### config.mk
export PLATFORM = sky130hd
export DESIGN_NAME = sevseg_ctrl_flat
export DESIGN_NICKNAME = d
export VERILOG_FILES = /design/src/rtl/sevseg_pkg.sv /design/src/rtl/sevseg_if.sv /design/src/rtl/sevseg_decoder.sv /design/src/rtl/sevseg_ctrl.sv /design/src/flat_wrapper.sv
export SDC_FILE = /design/constraint.sdc
export NUM_CORES = 1
export LEC_CHECK = 0
export ABC_AREA = 0
export CAP_MARGIN = 0
export CORE_ASPECT_RATIO = 1.4
export CORE_MARGIN = 3
export CORE_UTILIZATION = 46
export CTS_CLUSTER_DIAMETER = 40
export DETAILED_ROUTE_END_ITERATION = 7
export HOLD_SLACK_MARGIN = 0.15
export PLACE_DENSITY = 0.73
export SLEW_MARGIN = 10
export SYNTH_ARGS = -nofsm -noshare
export SYNTH_HDL_FRONTEND = slang
export SYNTH_SLANG_ARGS = --single-unit
### constraint.sdc
create_clock -name clk -period 1.8 [get_ports clk]
set_input_delay 0.18 -clock clk [delete_from_list [all_inputs] [get_ports clk]]
set_output_delay 0.18 -clock clk [all_outputs]
set_load 0.02 [all_outputs]
### src/rtl/sevseg_pkg.sv
// Shared definitions for the seven-segment scan controller: register map, CTRL layout,
// reset constants and the hex-to-segment table (segments {g,f,e,d,c,b,a}, active-low).
package sevseg_pkg;

  typedef logic [1:0] addr_t;

  localparam addr_t ADDR_VALUE  = 2'd0;
  localparam addr_t ADDR_CTRL   = 2'd1;
  localparam addr_t ADDR_DIM    = 2'd2;
  localparam addr_t ADDR_STATUS = 2'd3;

  typedef struct packed {
    logic [7:0] rsvd_hi;
    logic [3:0] mask;
    logic [2:0] rsvd_lo;
    logic       en;
  } ctrl_t;

  localparam logic [15:0] CTRL_RST   = 16'h00F1;
  localparam logic [15:0] CTRL_WMASK = 16'h00F1;
  localparam logic [15:0] DIM_RST    = 16'h000F;
  localparam logic [15:0] VALUE_RST  = 16'h0000;

  localparam logic [6:0] SEG_BLANK = 7'h7F;
  localparam logic [3:0] SEL_NONE  = 4'hF;

  function automatic logic [6:0] seg_decode(input logic [3:0] nib);
    logic [6:0] s;
    case (nib)
      4'h0: s = 7'b1000000;
      4'h1: s = 7'b1111001;
      4'h2: s = 7'b0100100;
      4'h3: s = 7'b0110000;
      4'h4: s = 7'b0011001;
      4'h5: s = 7'b0010010;
      4'h6: s = 7'b0000010;
      4'h7: s = 7'b1111000;
      4'h8: s = 7'b0000000;
      4'h9: s = 7'b0010000;
      4'hA: s = 7'b0001000;
      4'hB: s = 7'b0000011;
      4'hC: s = 7'b1000110;
      4'hD: s = 7'b0100001;
      4'hE: s = 7'b0000110;
      default: s = 7'b0001110;
    endcase
    return s;
  endfunction

endpackage

### src/rtl/sevseg_if.sv
// Register bus between a host and the scan controller: req held until a one-cycle ack,
// read data valid only alongside ack.
interface sevseg_bus_if;
  import sevseg_pkg::*;

  logic        bus_req;
  logic        bus_we;
  addr_t       bus_addr;
  logic [15:0] bus_wdata;
  logic        bus_ack;
  logic [15:0] bus_rdata;

  modport master (
    output bus_req, bus_we, bus_addr, bus_wdata,
    input  bus_ack, bus_rdata
  );

  modport slave (
    input  bus_req, bus_we, bus_addr, bus_wdata,
    output bus_ack, bus_rdata
  );
endinterface

### src/rtl/sevseg_decoder.sv
// Combinational hex nibble to active-low segment pattern; zero latency, no flow control.
module sevseg_decoder
  import sevseg_pkg::*;
(
  input  logic [3:0] nibble,
  output logic [6:0] seg
);

  always_comb begin
    seg = seg_decode(nibble);
  end

endmodule

### src/rtl/sevseg_ctrl.sv
// Four-digit multiplexed seven-segment driver with a register bus; pins lag slot state by one cycle.
// Bus ack one cycle after an accepted req, never back-to-back; SEVSEG_DIM_EN adds a DIM brightness level.
module sevseg_ctrl
  import sevseg_pkg::*;
#(
  parameter int DIGIT_CYCLES = 50000,
  parameter int DEAD_CYCLES  = 16
) (
  input  logic               clk,
  input  logic               rst,
  sevseg_bus_if.slave        bus,
  output logic [6:0]         seg,
  output logic [3:0]         sel
);

  localparam int            CW       = $clog2(DIGIT_CYCLES);
  localparam logic [CW-1:0] LAST_CNT = CW'(DIGIT_CYCLES - 1);
  localparam logic [CW-1:0] DEAD_CNT = CW'(DEAD_CYCLES);

  logic [CW-1:0] slot_cnt_q, slot_cnt_d;
  logic [1:0]    digit_q, digit_d;
  logic [15:0]   shadow_q, shadow_d;
  logic [15:0]   active_q, active_d;
  ctrl_t         ctrl_q, ctrl_d;
  logic          ack_q, ack_d;
  logic [15:0]   rdata_q, rdata_d;
  logic [6:0]    seg_q, seg_d;
  logic [3:0]    sel_q, sel_d;
`ifdef SEVSEG_DIM_EN
  logic [3:0]    dim_q, dim_d;
`endif

  logic          accept;
  logic          wr_en;
  logic          rd_en;
  logic          slot_wrap;
  logic          frame_wrap;
  logic          in_dead;
  logic          bright;
  logic          lit;
  logic [15:0]   rd_val;
  logic [3:0]    nibble;
  logic [6:0]    dec_seg;

  sevseg_decoder u_dec (
    .nibble (nibble),
    .seg    (dec_seg)
  );

  // Bus side: a request is only taken while no ack is outstanding.
  always_comb begin
    accept     = bus.bus_req && !ack_q;
    wr_en      = accept && bus.bus_we;
    rd_en      = accept && !bus.bus_we;
    slot_wrap  = (slot_cnt_q == LAST_CNT);
    frame_wrap = slot_wrap && (digit_q == 2'd3);
    in_dead    = (slot_cnt_q < DEAD_CNT);

    slot_cnt_d = slot_wrap ? '0 : slot_cnt_q + 1'b1;
    digit_d    = slot_wrap ? digit_q + 2'd1 : digit_q;

    shadow_d = shadow_q;
    active_d = frame_wrap ? shadow_q : active_q;
    ctrl_d   = ctrl_q;
`ifdef SEVSEG_DIM_EN
    dim_d    = dim_q;
`endif

    if (wr_en) begin
      case (bus.bus_addr)
        ADDR_VALUE: begin
          shadow_d = bus.bus_wdata;
          // A write landing on the frame boundary must not be lost for a whole frame.
          if (frame_wrap) active_d = bus.bus_wdata;
        end
        ADDR_CTRL: ctrl_d = ctrl_t'(bus.bus_wdata & CTRL_WMASK);
        ADDR_DIM: begin
`ifdef SEVSEG_DIM_EN
          dim_d = bus.bus_wdata[3:0];
`endif
        end
        default: ;
      endcase
    end

    rd_val = '0;
    case (bus.bus_addr)
      ADDR_VALUE:  rd_val = shadow_q;
      ADDR_CTRL:   rd_val = ctrl_q;
      ADDR_DIM: begin
`ifdef SEVSEG_DIM_EN
        rd_val = {12'd0, dim_q};
`endif
      end
      ADDR_STATUS: rd_val = {13'd0, in_dead, digit_q};
      default:     rd_val = '0;
    endcase

    ack_d   = accept;
    rdata_d = rd_en ? rd_val : '0;
  end

  // Display side: decide what the pins show for the current slot.
  always_comb begin
`ifdef SEVSEG_DIM_EN
    bright = (slot_cnt_q[3:0] <= dim_q);
`else
    bright = 1'b1;
`endif
    lit    = !in_dead && ctrl_q.en && ctrl_q.mask[digit_q] && bright;
    nibble = active_q[{digit_q, 2'b00} +: 4];
    sel_d  = lit ? ~(4'b0001 << digit_q) : SEL_NONE;
    seg_d  = lit ? dec_seg : SEG_BLANK;
  end

  always_ff @(posedge clk) begin
    if (rst) begin
      slot_cnt_q <= '0;
      digit_q    <= '0;
      shadow_q   <= VALUE_RST;
      active_q   <= VALUE_RST;
      ctrl_q     <= ctrl_t'(CTRL_RST);
      ack_q      <= 1'b0;
      rdata_q    <= '0;
      seg_q      <= SEG_BLANK;
      sel_q      <= SEL_NONE;
`ifdef SEVSEG_DIM_EN
      dim_q      <= DIM_RST[3:0];
`endif
    end else begin
      slot_cnt_q <= slot_cnt_d;
      digit_q    <= digit_d;
      shadow_q   <= shadow_d;
      active_q   <= active_d;
      ctrl_q     <= ctrl_d;
      ack_q      <= ack_d;
      rdata_q    <= rdata_d;
      seg_q      <= seg_d;
      sel_q      <= sel_d;
`ifdef SEVSEG_DIM_EN
      dim_q      <= dim_d;
`endif
    end
  end

  assign bus.bus_ack   = ack_q;
  assign bus.bus_rdata = rdata_q;
  assign seg           = seg_q;
  assign sel           = sel_q;

endmodule

### src/flat_wrapper.sv
// flat-port wrapper written by rule: the top's interface ports become plain ports
module sevseg_ctrl_flat import sevseg_pkg::*;
#(
  parameter int DIGIT_CYCLES = 50000,
  parameter int DEAD_CYCLES  = 16
)
  (clk, rst, seg, sel, bus_bus_req, bus_bus_we, bus_bus_addr, bus_bus_wdata, bus_bus_ack, bus_bus_rdata);
  sevseg_bus_if bus_i ();
  input  logic clk;
  input  logic rst;
  output logic [6:0] seg;
  output logic [3:0] sel;
  input wire logic [$bits(bus_i.bus_req)-1:0] bus_bus_req;
  input wire logic [$bits(bus_i.bus_we)-1:0] bus_bus_we;
  input wire logic [$bits(bus_i.bus_addr)-1:0] bus_bus_addr;
  input wire logic [$bits(bus_i.bus_wdata)-1:0] bus_bus_wdata;
  output wire logic [$bits(bus_i.bus_ack)-1:0] bus_bus_ack;
  output wire logic [$bits(bus_i.bus_rdata)-1:0] bus_bus_rdata;
  assign bus_i.bus_req = bus_bus_req;
  assign bus_i.bus_we = bus_bus_we;
  assign bus_i.bus_addr = bus_bus_addr;
  assign bus_i.bus_wdata = bus_bus_wdata;
  assign bus_bus_ack = bus_i.bus_ack;
  assign bus_bus_rdata = bus_i.bus_rdata;
  sevseg_ctrl #(.DIGIT_CYCLES(DIGIT_CYCLES), .DEAD_CYCLES(DEAD_CYCLES)) u_core (.clk(clk), .rst(rst), .bus(bus_i), .seg(seg), .sel(sel));
endmodule
==> flow_summary.ini <==
[global_route]
global_route_wire_length_before_repair_um = 13200
grtUsageMet1_pct = 23.0
globalRoute.busiestLayer = met2
globalRouteOverflowTotal = 0
pin_count_of_the_biggest_net_entering_global_routing = 27
grt_use_met2_pct = 28.8
initial_antenna_violation_count = 0
via_count_of_the_first_global_routing_pass = 2893
use_met3_pct = 3.61
gr-usage-all-layers_pct = 18.3

[timing]
setup_violations = 0
maxClockFrequency_mhz = 570
rsz0062_at_grt = true
maxSlewViolCount = 0
fin_crit_ps = 1750
max_slew.worst_pin.slew_ps = 424
finalHoldWorstSlack_ps = 404
relSlewSlack_pct = 71.7
final.setup.tns_ps = 0
min_period_over_period_pct = 97.4
hold_violations = 0
final.setup_skew_ps = 10.2

[pwr]
pwr-share-clk_pct = 35.6
vdd.ir_drop.worst_mv = 0.443
total_switching_power_uw = 735
static-leakage-power_uw = 0.00175
internal_power_uw = 2450
comb_power_share_pct = 5.9
p_sw_share_pct = 23.1
cellPowerDensity_mw_per_mm2 = 688
share_seq_of_total_power_pct = 58.5

[floorplan]
die_height_um = 113
num_rows = 38
floorplan.initialDensity_pct = 47.8
floorplan.die_area_mm2 = 0.00924
boundaryPins = 50
die_w_um = 82.1
core_area_mm2 = 0.00780

[synth]
synth.ff_latch_count = 83
synthMostInstantiatedCell = sky130_fd_sc_hd__dfxtp_1
synth-async-reset-ratio_pct = 0
synth_common_cells = sky130_fd_sc_hd__dfxtp_1 (83), sky130_fd_sc_hd__nor2_1 (23), sky130_fd_sc_hd__a21oi_1 (22)
synth-edff-count = 0
synth_fp_nets = 413
synth_warnings = 0
synth_flop_cell = sky130_fd_sc_hd__dfxtp_1
number_of_distinct_library_cell_variants_in_the_gate_level_netlist_after_synthesis = 50
synthesis.area_mm2 = 0.00373
synth_cells = 380
netlist.top_cell.by_area = sky130_fd_sc_hd__dfxtp_1
synth_sequential_area_ratio_pct = 44.6
area_share_of_the_leading_cell_type_in_the_synthesized_netlist_pct = 44.6
yosys-top-cells-area = sky130_fd_sc_hd__dfxtp_1 (45%), sky130_fd_sc_hd__o21ba_2 (4.3%), sky130_fd_sc_hd__o211ai_1 (4.0%), sky130_fd_sc_hd__ha_1 (3.7%), sky130_fd_sc_hd__mux4_2 (3.6%)
syn_avg_cell_area_um2 = 9.81

[drt]
wirelength_um = 7940
drt_pass1_iterations = 4
num_vias = 2967
viasPerCell = 5.45
routed_wire_length_per_instance_um = 14.6
drc_errors = 0
antenna_violating_nets_post_route = 0
drtIter0Drc = 189

[worst_setup_path]
crit_path_max_fanout = 5
critical_path_arrival_ps = 1970
cell_depth_of_the_worst_flop_to_flop_path = 5
r2r-end = u_core.seg[4]$_SDFF_PP1_
crit_type = register to register
rrSetupSlack_ps = 50
reg2reg_from = u_core.digit_q[0]$_SDFFE_PP0P_
critPathRequiredTime_ps = 2020
critical_path.endpoint_type = register
setup.worst_path.start_class = register

[placed_design]
place.detailed.instances = 526
place.detailed.hpwl_um = 5670
globalplace.congestion = 0.828
count_of_buffers_inserted_at_the_top_level_ports = 49

[clock_network]
tritoncts_clock_tree = yes
post_cts_hold_buffer_count = 0
clk-insertion-delay-late_ps = 350
tritoncts.num_buffers = 9
clock_sinks = 83
clk_pin_slew_ps = 80
clockRootBuffer = sky130_fd_sc_hd__clkbuf_8
cts.path.max_buffers = 2
h-tree-depth = 3

[hold_path]
hold_start = bus_bus_req
timing.hold.worst.class = primary input to register
min_to = u_core.bus.bus_ack$_SDFF_PP0_
min_delay_path_depth = 3

[finish]
area.sequential_mm2 = 0.00167
layout-drive-gt1-share_pct = 18.5
diodes = 0
post_synthesis_to_final_layout_area_growth_pct = 24.2
multi_input_comb_area_mm2 = 0.00196
finish.cell_count_without_fillers = 544
fillers = 712
fin_nets = 473

[outcome]
status = completed

[flow_run]
drv.max_cap_violation_count = 0
## per-layer routing
layer  share of wire, %  vias to the layer above
met2                 49                       69
met1                 44                     1389
met4                3.3                        0
li1                   -                     1487
met3                3.1                       22
met5                  0                        -
## placed cells by master (no fill, tap or decap), types with 7 or more instances in the layout
cell type	instances
sky130_fd_sc_hd__nand3_1	10
sky130_fd_sc_hd__ha_1	8
sky130_fd_sc_hd__and2_1	13
sky130_fd_sc_hd__nand2_1	15
sky130_fd_sc_hd__a21oi_1	22
sky130_fd_sc_hd__buf_4	26
sky130_fd_sc_hd__dfxtp_1	82
sky130_fd_sc_hd__a21boi_0	16
sky130_fd_sc_hd__o211ai_1	20
sky130_fd_sc_hd__o21ai_0	7
sky130_fd_sc_hd__and3_1	18
sky130_fd_sc_hd__nor2_1	23
sky130_fd_sc_hd__o21ba_2	16
sky130_fd_sc_hd__clkdlybuf4s50_1	49
sky130_fd_sc_hd__clkbuf_8	9
sky130_fd_sc_hd__o21ai_1	14
sky130_fd_sc_hd__xor2_1	13
## per-stage QoR
step / setup WS [ps] / utilization, % / area (um^2) / total power [uW]
floorplan: -9.06 / - / 3730 / 2000
global placement: -5.92 / 56.4 / 4400 / 2090
detailed placement: -79.1 / 56.4 / 4400 / 2100
CTS: 5.82 / 58.3 / 4550 / 3220
global route: -28.5 / 59.4 / 4630 / 3310
finish: 46.7 / 59.4 / 4630 / 3190
## registers in the layout, summed over array words and instances, names as in the netlist
signal,flops
u_core.active_q,16
u_core.bus.bus_ack,1
u_core.bus.bus_rdata,16
u_core.ctrl_q,5
u_core.digit_q,2
u_core.seg,7
u_core.sel,4
u_core.shadow_q,16
u_core.slot_cnt_q,16
## cell families (layout without fill, tap and decap cells)
kind of cell	Yosys count	after routing	synth area share, %
adders and majority gates	11	11	3.69
buffers and inverters	33	97	4.46
DFF	83	83	44.6
and+or+nand+nor	115	115	17.6
xor gates and xnor gates	15	15	3.52
AOI/OAI and AO/OA	111	111	20.9
muxes	12	12	5.27
## critical path, cell delays in order, from the launching register on
cell                      delay [ps]
sky130_fd_sc_hd__dfxtp_4         380
sky130_fd_sc_hd__mux4_2          580
sky130_fd_sc_hd__ha_4            210
sky130_fd_sc_hd__mux2_4          260
sky130_fd_sc_hd__o21ai_1         120
sky130_fd_sc_hd__nand2_1          70
## final cells by class
cell class                 count  area share [%]
multi-input combinational    264            42.3
clock buffer                  13            3.00
timing repair buffer          76            15.2
clock inverter                 2           0.297
inverter                       6           0.486
sequential                    83            36.0
tap                          100            2.70
## timing repair
item	4_1_cts	5_1_grt
gates resized for setup	2	10
setup buffers	0	3
pin swaps	0	2
setup endpoints to repair	3	25
## power groups by stage
stage / sequential [uW] / clock [uW] / combinational (uW)
finish: 1860 / 1130 / 188
global placement: 1910 / 0 / 186
CTS: 1870 / 1160 / 189
detailed placement: 1910 / 0 / 188
floorplan: 1910 / 0 / 94.8
global route: 1870 / 1240 / 207
## how the worst max path moves through the flow
stage	endpoint	start	cells past startpoint	slack, ps
after global placement	u_core.seg[4]$_SDFF_PP1_	u_core.digit_q[0]$_SDFFE_PP0P_	5	-6
after floorplan	u_core.seg[4]$_SDFF_PP1_	u_core.digit_q[0]$_SDFFE_PP0P_	6	-9
after detailed placement	u_core.seg[1]$_SDFF_PP1_	u_core.digit_q[0]$_SDFFE_PP0P_	5	-80
after CTS	u_core.active_q[1]$_SDFF_PP0_	u_core.slot_cnt_q[0]$_SDFF_PP0_	5	6
final	u_core.seg[4]$_SDFF_PP1_	u_core.digit_q[0]$_SDFFE_PP0P_	5	50
after global routing	u_core.seg[1]$_SDFF_PP1_	u_core.digit_q[0]$_SDFFE_PP0P_	5	-30
Note: power is estimated with default switching activity, not from simulation.
